$ cat src/rtl/store_gate_controller.sv
// Smart-store occupancy sequencer: edge-detects entry/exit pads, serves one request at a time,
// holds the matching gate open and enforces capacity. Optional pad filter: define DEBOUNCE_EN.
module store_gate_controller #(
  parameter int MAX_COUNT       = 20,
  parameter int DOOR_HOLD       = 4,
  parameter int DEBOUNCE_CYCLES = 3
) (
  input  logic       clk,
  input  logic       reset,
  input  logic       pressure_in,
  input  logic       pressure_out,
  output logic [4:0] count,
  output logic       full,
  output logic       empty,
  output logic       gate_in,
  output logic       gate_out,
  output logic       deny
);

  typedef enum logic [1:0] {
    S_IDLE,
    S_ENTER,
    S_EXIT
  } state_e;

  localparam int              HOLD_W    = (DOOR_HOLD > 1) ? $clog2(DOOR_HOLD) : 1;
  localparam logic [HOLD_W-1:0] HOLD_LAST = HOLD_W'(DOOR_HOLD - 1);
  localparam logic [4:0]      MAX_C     = 5'(MAX_COUNT);

  if (MAX_COUNT < 1 || MAX_COUNT > 31 || DOOR_HOLD < 1 || DEBOUNCE_CYCLES < 1) begin : g_bad_params
    $error("store_gate_controller: parameter out of range");
  end

  // Bit 0 is the entry direction, bit 1 the exit direction throughout.
  logic [1:0] pad;
  logic [1:0] lvl_q;
  logic [1:0] lvl_prev_q;
  logic [1:0] rise;

  assign pad = {pressure_out, pressure_in};

`ifdef DEBOUNCE_EN
  localparam int              DB_W    = $clog2(DEBOUNCE_CYCLES + 1);
  localparam logic [DB_W-1:0] DB_LAST = DB_W'(DEBOUNCE_CYCLES - 1);

  logic [DB_W-1:0] db_cnt_q [2];

  // The filtered level flips only once the raw pad has disagreed with it for DEBOUNCE_CYCLES edges.
  always_ff @(posedge clk) begin
    if (reset) begin
      lvl_q <= '0;
      for (int i = 0; i < 2; i++) db_cnt_q[i] <= '0;
    end else begin
      for (int i = 0; i < 2; i++) begin
        if (pad[i] == lvl_q[i]) begin
          db_cnt_q[i] <= '0;
        end else if (db_cnt_q[i] == DB_LAST) begin
          lvl_q[i]    <= pad[i];
          db_cnt_q[i] <= '0;
        end else begin
          db_cnt_q[i] <= db_cnt_q[i] + 1'b1;
        end
      end
    end
  end
`else
  // NOTE: sequential state uses non-blocking assignments so every register samples pre-edge values.
  always_ff @(posedge clk) begin
    if (reset) lvl_q <= '0;
    else       lvl_q <= pad;
  end
`endif

  always_ff @(posedge clk) begin
    if (reset) lvl_prev_q <= '0;
    else       lvl_prev_q <= lvl_q;
  end

  assign rise = lvl_q & ~lvl_prev_q;

  state_e            state_q, state_d;
  logic [4:0]        count_q, count_d;
  logic [HOLD_W-1:0] hold_q,  hold_d;
  logic [1:0]        pend_q,  pend_d;
  logic              deny_q,  deny_d;
  logic [1:0]        req;
  logic              exit_go;

  // Requests seen in IDLE include the same-cycle rise so latency stays at one edge.
  assign req     = pend_q | rise;
  assign exit_go = req[1] && (count_q != 5'd0);

  // NOTE: every signal driven here gets a default first, so no path can infer a latch.
  always_comb begin
    state_d = state_q;
    count_d = count_q;
    hold_d  = hold_q;
    pend_d  = pend_q | rise;
    deny_d  = 1'b0;
    unique case (state_q)
      S_IDLE: begin
        hold_d = '0;
        if (req[1]) begin
          pend_d[1] = 1'b0;
          if (exit_go) begin
            state_d = S_EXIT;
            count_d = count_q - 5'd1;
          end
        end
        if (!exit_go && req[0]) begin
          pend_d[0] = 1'b0;
          if (count_q < MAX_C) begin
            state_d = S_ENTER;
            count_d = count_q + 5'd1;
          end else begin
            deny_d = 1'b1;
          end
        end
      end
      S_ENTER, S_EXIT: begin
        if (hold_q == HOLD_LAST) begin
          state_d = S_IDLE;
          hold_d  = '0;
        end else begin
          hold_d = hold_q + 1'b1;
        end
      end
      default: state_d = S_IDLE;
    endcase
  end

  always_ff @(posedge clk) begin
    if (reset) begin
      state_q <= S_IDLE;
      count_q <= '0;
      hold_q  <= '0;
      pend_q  <= '0;
      deny_q  <= 1'b0;
    end else begin
      state_q <= state_d;
      count_q <= count_d;
      hold_q  <= hold_d;
      pend_q  <= pend_d;
      deny_q  <= deny_d;
    end
  end

  assign count    = count_q;
  assign full     = (count_q == MAX_C);
  assign empty    = (count_q == 5'd0);
  assign gate_in  = (state_q == S_ENTER);
  assign gate_out = (state_q == S_EXIT);
  assign deny     = deny_q;

endmodule

$ cat config.mk
export PLATFORM = sky130hd
export DESIGN_NAME = store_gate_controller
export DESIGN_NICKNAME = d
export VERILOG_FILES = /design/src/rtl/store_gate_controller.sv
export SDC_FILE = /design/constraint.sdc
export NUM_CORES = 1
export LEC_CHECK = 0
export ABC_AREA = 1
export CORE_MARGIN = 2
export CORE_UTILIZATION = 60
export CTS_BUF_LIST = sky130_fd_sc_hd__clkbuf_8
export CTS_CLUSTER_SIZE = 28
export DETAILED_ROUTE_END_ITERATION = 6
export PLACE_DENSITY = 0.86
export SYNTH_ARGS = -nofsm -noshare
export SYNTH_HDL_FRONTEND = slang
export SYNTH_SLANG_ARGS = --single-unit
export TNS_END_PERCENT = 20
$ cat constraint.sdc
create_clock -name clk -period 2 [get_ports clk]
set_input_delay 0.5 -clock clk [delete_from_list [all_inputs] [get_ports clk]]
set_output_delay 0.5 -clock clk [all_outputs]
set_load 0.03 [all_outputs]
# Yosys cells after proc, flatten, opt, wreduce, memory -nomap -nowiden

Cells that the tools add are included.

Input bits: 4
RAM bits: 0
Output and inout bits: 10
Memories kept: 0
Latch bits: 0
Logic and storage cells: 47
ROM bits: 0
Register bits: 16

$lt $le $gt $ge: 1
$add $sub $neg: 3
Bitwise logic cells: 5
Multiplexer cells: 15
Div/mod/pow operators: 0
Equal/unequal tests: 5
Multiply operators: 0
Shift-type cells: 0
Reductions and logical operators: 10

Operators with widths:

| operator            | number |
|---|---|
| $mux 5              | 4 |
| $mux 2              | 6 |
| $pmux 2 s2          | 2 |
| $add 5x1->5 const B | 1 |
| $eq 5x5->1 const B  | 1 |
| $logic_not 5->1     | 1 |
| $lt 5x5->1 const B  | 1 |
| $reduce_bool 5->1   | 1 |
| $sub 5x1->5 const B | 1 |
| $eq 2x2->1 const B  | 2 |
| $reduce_or 2->1     | 2 |
| $mux 1              | 3 |
| $reduce_or 3->1     | 1 |
| $add 2x1->2 const B | 1 |
| $and 2x2->2         | 1 |
| $eq 2x1->1 const B  | 1 |
| $logic_and 1x1->1   | 2 |
| $logic_not 2->1     | 1 |
| $ne 2x2->1 const B  | 1 |
| $not 1->1           | 2 |
| $not 2->2           | 1 |
| $or 2x2->2          | 1 |
| $reduce_bool 2->1   | 1 |
| $logic_not 1->1     | 1 |

# Logic depth before layout (Yosys ltp)

Depth in word-level cells: 9
Gate-level depth with buffers: 11
Gate-level depth less buffers: 11

# Worst setup path before layout

OpenSTA, ideal clock, no wires.

Path kind: register to output
From: register count_q[2], in the netlist count[2]
To: output full
Required time: 1.500 ns
Buffers on the path: 1
Stages on the path, launching flop included: 4
Data arrival time: 1.761 ns
Path slack: -0.261 ns
Path through: dfxtp_1 -> buf_6 -> inv_1 -> nor4_1

Word-level cells in the longest chain between the ends: 1

RTL lines:

| what                   | RTL line | RTL |
|---|---|---|
| start, declared        | 82       | `logic [4:0] count_q, count_d;` |
| start signal, assigned | 141      | `count_q <= count_d;` |
| $eq 5x5->1             | 149      | `assign full = (count_q == MAX_C);` |
| end, declared          | 13       | `output logic full,` |

Every way passes these cells.

# Worst setup path after layout

From: register count_q[1], in the netlist count[1]
To: output empty

Word-level cells in the longest chain between the ends: 1

RTL lines:

| what            | RTL line | RTL |
|---|---|---|
| $logic_not 5->1 | 150      | `assign empty = (count_q == 5'd0);` |
| end, declared   | 14       | `output logic empty,` |

Every way passes these cells.

==> key figures <==
Clocking
  – Insertion delay to the later sink of the worst-skew pair: 260 ps
  – Clk buf depth: 2
  – Clock sink count: 16
  – Clock-pin transition on the worst setup and hold timing paths: 60 ps
  – Clock buffers created by TritonCTS: 3
  – Maximum level of the CTS H-tree: 1
  – Clock tree from TritonCTS: done
  – Setup bufs post-CTS: 0
  – CTS Root Buffer Type: clkbuf_8

Layout
  – Area delta synth->final: 20.8%
  – Ratio of cells with drive above 1 in the final layout: 16.4%
  – Filler instances: 114
  – Number of nets at the end of the flow: 165
  – Register area: between 300 and 400 µm²
  – Antenna Diode Count: 0
  – Leading cell types in the layout, fill and taps excluded: inv_1 (22), nand2_1 (22), nor2_1 (18)
  – Area occupied by multi-input gates: 559 µm²
  – Number of cells in the finished layout apart from fillers: 168

Timing
  – Setup WS post-layout: around 94 ps
  – Max-slew violation count: 0
  – Sum Neg Setup Slack: 0 ps
  – Slew of the pin with the lowest slew margin: about 340 ps
  – Final cycle utilization of the critical path: 95.3%
  – Shortest period the worst path allows: 1910 ps
  – Max frequency: 0.525 GHz
  – Worst slew margin relative to its limit: 77.5%
  – Final setup violating endpoints: 0
  – Setup clock skew after layout: 5.59 ps
  – Final-report hold violation count: 0
  – Setup repair after global routing missed its margin: false

Synth
  – Post-synthesis net count: about 150
  – Synthesized-area fraction occupied by adder cells: 10.1%
  – Post-synthesis share of cell area spent on xor and xnor gates: 1.77%
  – FFs w/ async S/R, synth: 0%
  – Number of warnings reported in the yosys synthesis log: 0
  – FF+latch count, synth: 16
  – Cell count after synthesis: ~140
  – Sequential fraction of the synthesis area: roughly 32%
  – Number of enable-type register cells in the synthesized netlist: 0
  – Most used DFF post-synth: dfxtp_1
  – Synthesized-area fraction occupied by ao, oa, aoi and oai cells: 7.97%
  – Main combinational cell family by area after synthesis: simple AND/OR/NAND/NOR gates
  – Proportion of synthesized area in mux cells: 0%
  – Number of library cell types mapped by synthesis: 25
  – Area of the mapped netlist: 988 µm²
  – Mapped Avg Cell Area: approximately 7.3 µm²
  – Post-synthesis share of cell area spent on and, or, nand and nor gates: 35.8%

Worst setup path
  – Cell occurring most often along the worst timing path: inv_1
  – Critical R2R Capture: count[1]$_SDFFE_PP0P_
  – Max incr delay on CP: ~380 ps
  – Element type at the critical path end: output pin
  – Crit Path Category: flip-flop to output pin
  – Arrival time at the worst endpoint: between 1000 and 1500 ps
  – Reg-to-reg startpoint: count[1]$_SDFFE_PP0P_
  – Worst Reg2Reg Path Length in Cells: 11
  – Worst R2R Setup Slack: 500 ps
  – Startpoint type of the worst setup path: flip-flop
  – Required time of the critical path: ~1500 ps
  – Worst-path cell with the longest stage delay: dfxtp_1
  – Maximum fanout count along the critical path: 4
  – Cell-by-cell listing of the critical path: inv_1, ha_1, inv_1, nor2_2, nand2_4, inv_1, buf_4

Floorplanning
  – Initial cell density of the core: 64.9%
  – Die outline width: 44.6 µm
  – Core region area: 1520 µm²
  – IO Count: 14
  – Die height: approximately 45 µm
  – Die Area: 1990 µm²
  – Cell Rows: 14

Min path
  – Worst hold path endpoint: lvl_prev_q[1]$_SDFF_PP0_
  – Hold_sp: lvl_q[1]$_SDFF_PP0_
  – Hold Crit Depth: 2
  – Worst Hold Class: flip-flop to flip-flop

Pwr
  – Leakage power: 0.588 nW
  – Peak VDD IR: 1.04 mV
  – P per Cell Area: 1480 nW/µm²
  – Power share of the combinational group: 58.0%
  – Clock Power Share: about 16%
  – Switching Fraction: 47.3%
  – Post-layout total power: 1.77 mW
  – Switching power of the nets: approximately 0.84 mW
  – Proportion of power drawn by flip-flops and latches: approximately a quarter
  – Internal power: 0.933 mW

Route
  – Routed wire length per instance: 11.7 µm
  – DRT antenna net count: 0
  – Number of vias after detailed routing: 881
  – DRT Wirelength: 1970 µm
  – Number of DRC violations after detailed-routing iteration 0: 18
  – Count of TritonRoute iterations in the first routing pass: 4
  – Post-DR vias/cell: 5.24
  – Remaining design rule violation count: 0

Run status
  – Result of the run: complete, no violations

GRT
  – Overall Global Routing Usage: 24.3%
  – Global route overflow: 0
  – Largest net degree at the start of global routing: 10
  – First-pass GRT wire length: 3420 µm
  – Antenna violations before repair: 0
  – Vias in the first global route: 790

Placement
  – Number of buffers added on ports: 13
  – Pre-CTS WS: approximately 280 ps
  – GPL Wtd Cong: roughly 0.8
  – DP HPWL: 1580 µm
  – Number of cells in the design after placement: around 160

Run
  – Max-cap viol count: 0
logic make-up after synthesis:
logic type                 Yosys count
and+or+nand+nor                     68
AOI/OAI and AO/OA                   14
xor gates and xnor gates             2
buffers and inverters               27
DFF                                 16
adders and majority gates            8
through the flow:
stage	util, %	hold slack [ps]	cell area [µm²]
after floorplan	-	403	995
after global placement	74.5	411	1130
after detailed placement	74.5	421	1130
after CTS	77.9	431	1190
after global routing	78.3	475	1190
final	78.3	429	1190
routing by layer:
layer  track usage, %  share of wire [%]  up-vias  routed length, µm
met5                0                  0        -                  0
met2             40.6                 49       36                958
met4             10.3                1.6        0                 32
li1                 -                  -      454                  -
met1             27.1                 41      386                807
met3             9.80                8.5        5                168
critical path, delay by kind of cell (launching register included):
kind | cells | cell delay (ps)
fa+ha+maj | 1 | 180
buf+inv | 4 | 420
simple gates | 2 | 170
flops | 1 | 380
timing repair:
action,CTS,global route
endpoints found under the setup margin,2,2
hold buffers,0,0
gates cloned,0,0
resized for setup,2,3
how the worst max path moves through the flow:
stage,cells past startpoint,slack (ps),to,startpoint
after global routing,7,7,empty,count[1]$_SDFFE_PP0P_
after floorplan,3,70,full,count[2]$_SDFFE_PP0P_
final,7,90,empty,count[1]$_SDFFE_PP0P_
after global placement,3,310,gate_in,state_q[1]$_SDFFE_PP0P_
after CTS,1,9,count[2],count[2]$_SDFFE_PP0P_
after detailed placement,3,280,gate_out,state_q[0]$_SDFFE_PP0P_
power by group through the flow:
stage                     clock network [mW]  logic, mW  registers [mW]
final                                  0.286       1.03           0.456
after global routing                   0.312       1.13           0.467
after CTS                              0.295       1.02           0.454
after detailed placement                   0       1.03           0.461
after global placement                     0      0.995           0.452
after floorplan                            0      0.725           0.517
area by class of cell:
cell class / count / area share [%]
clock buffer: 4 / 4.61
inverter: 24 / 7.55
multi-input combinational: 92 / 46.9
sequential: 16 / 26.9
tap: 16 / 1.68
timing repair buffer: 16 / 12.4
registers in the layout, summed over array words and instances (netlist names):
register and count:
hold_q 2, pend_q 2, deny 1, state_q 2
count 5, lvl_q 2, lvl_prev_q 2
cell usage after synthesis, drive strengths merged, types with 2 or more instances:
library cell | n | area share, %
inv | 24 | 9.1
nand3 | 11 | 5.6
nand2 | 28 | 15
a21oi | 7 | 3.5
dfxtp | 16 | 32
o21ai | 5 | 2.5
buf | 3 | 2.8
nor3 | 2 | 1.0
nand4 | 3 | 1.9
ha | 8 | 10
nor2 | 23 | 12
o21bai | 2 | 1.9
No activity file was read; power rests on OpenSTA's default activity.
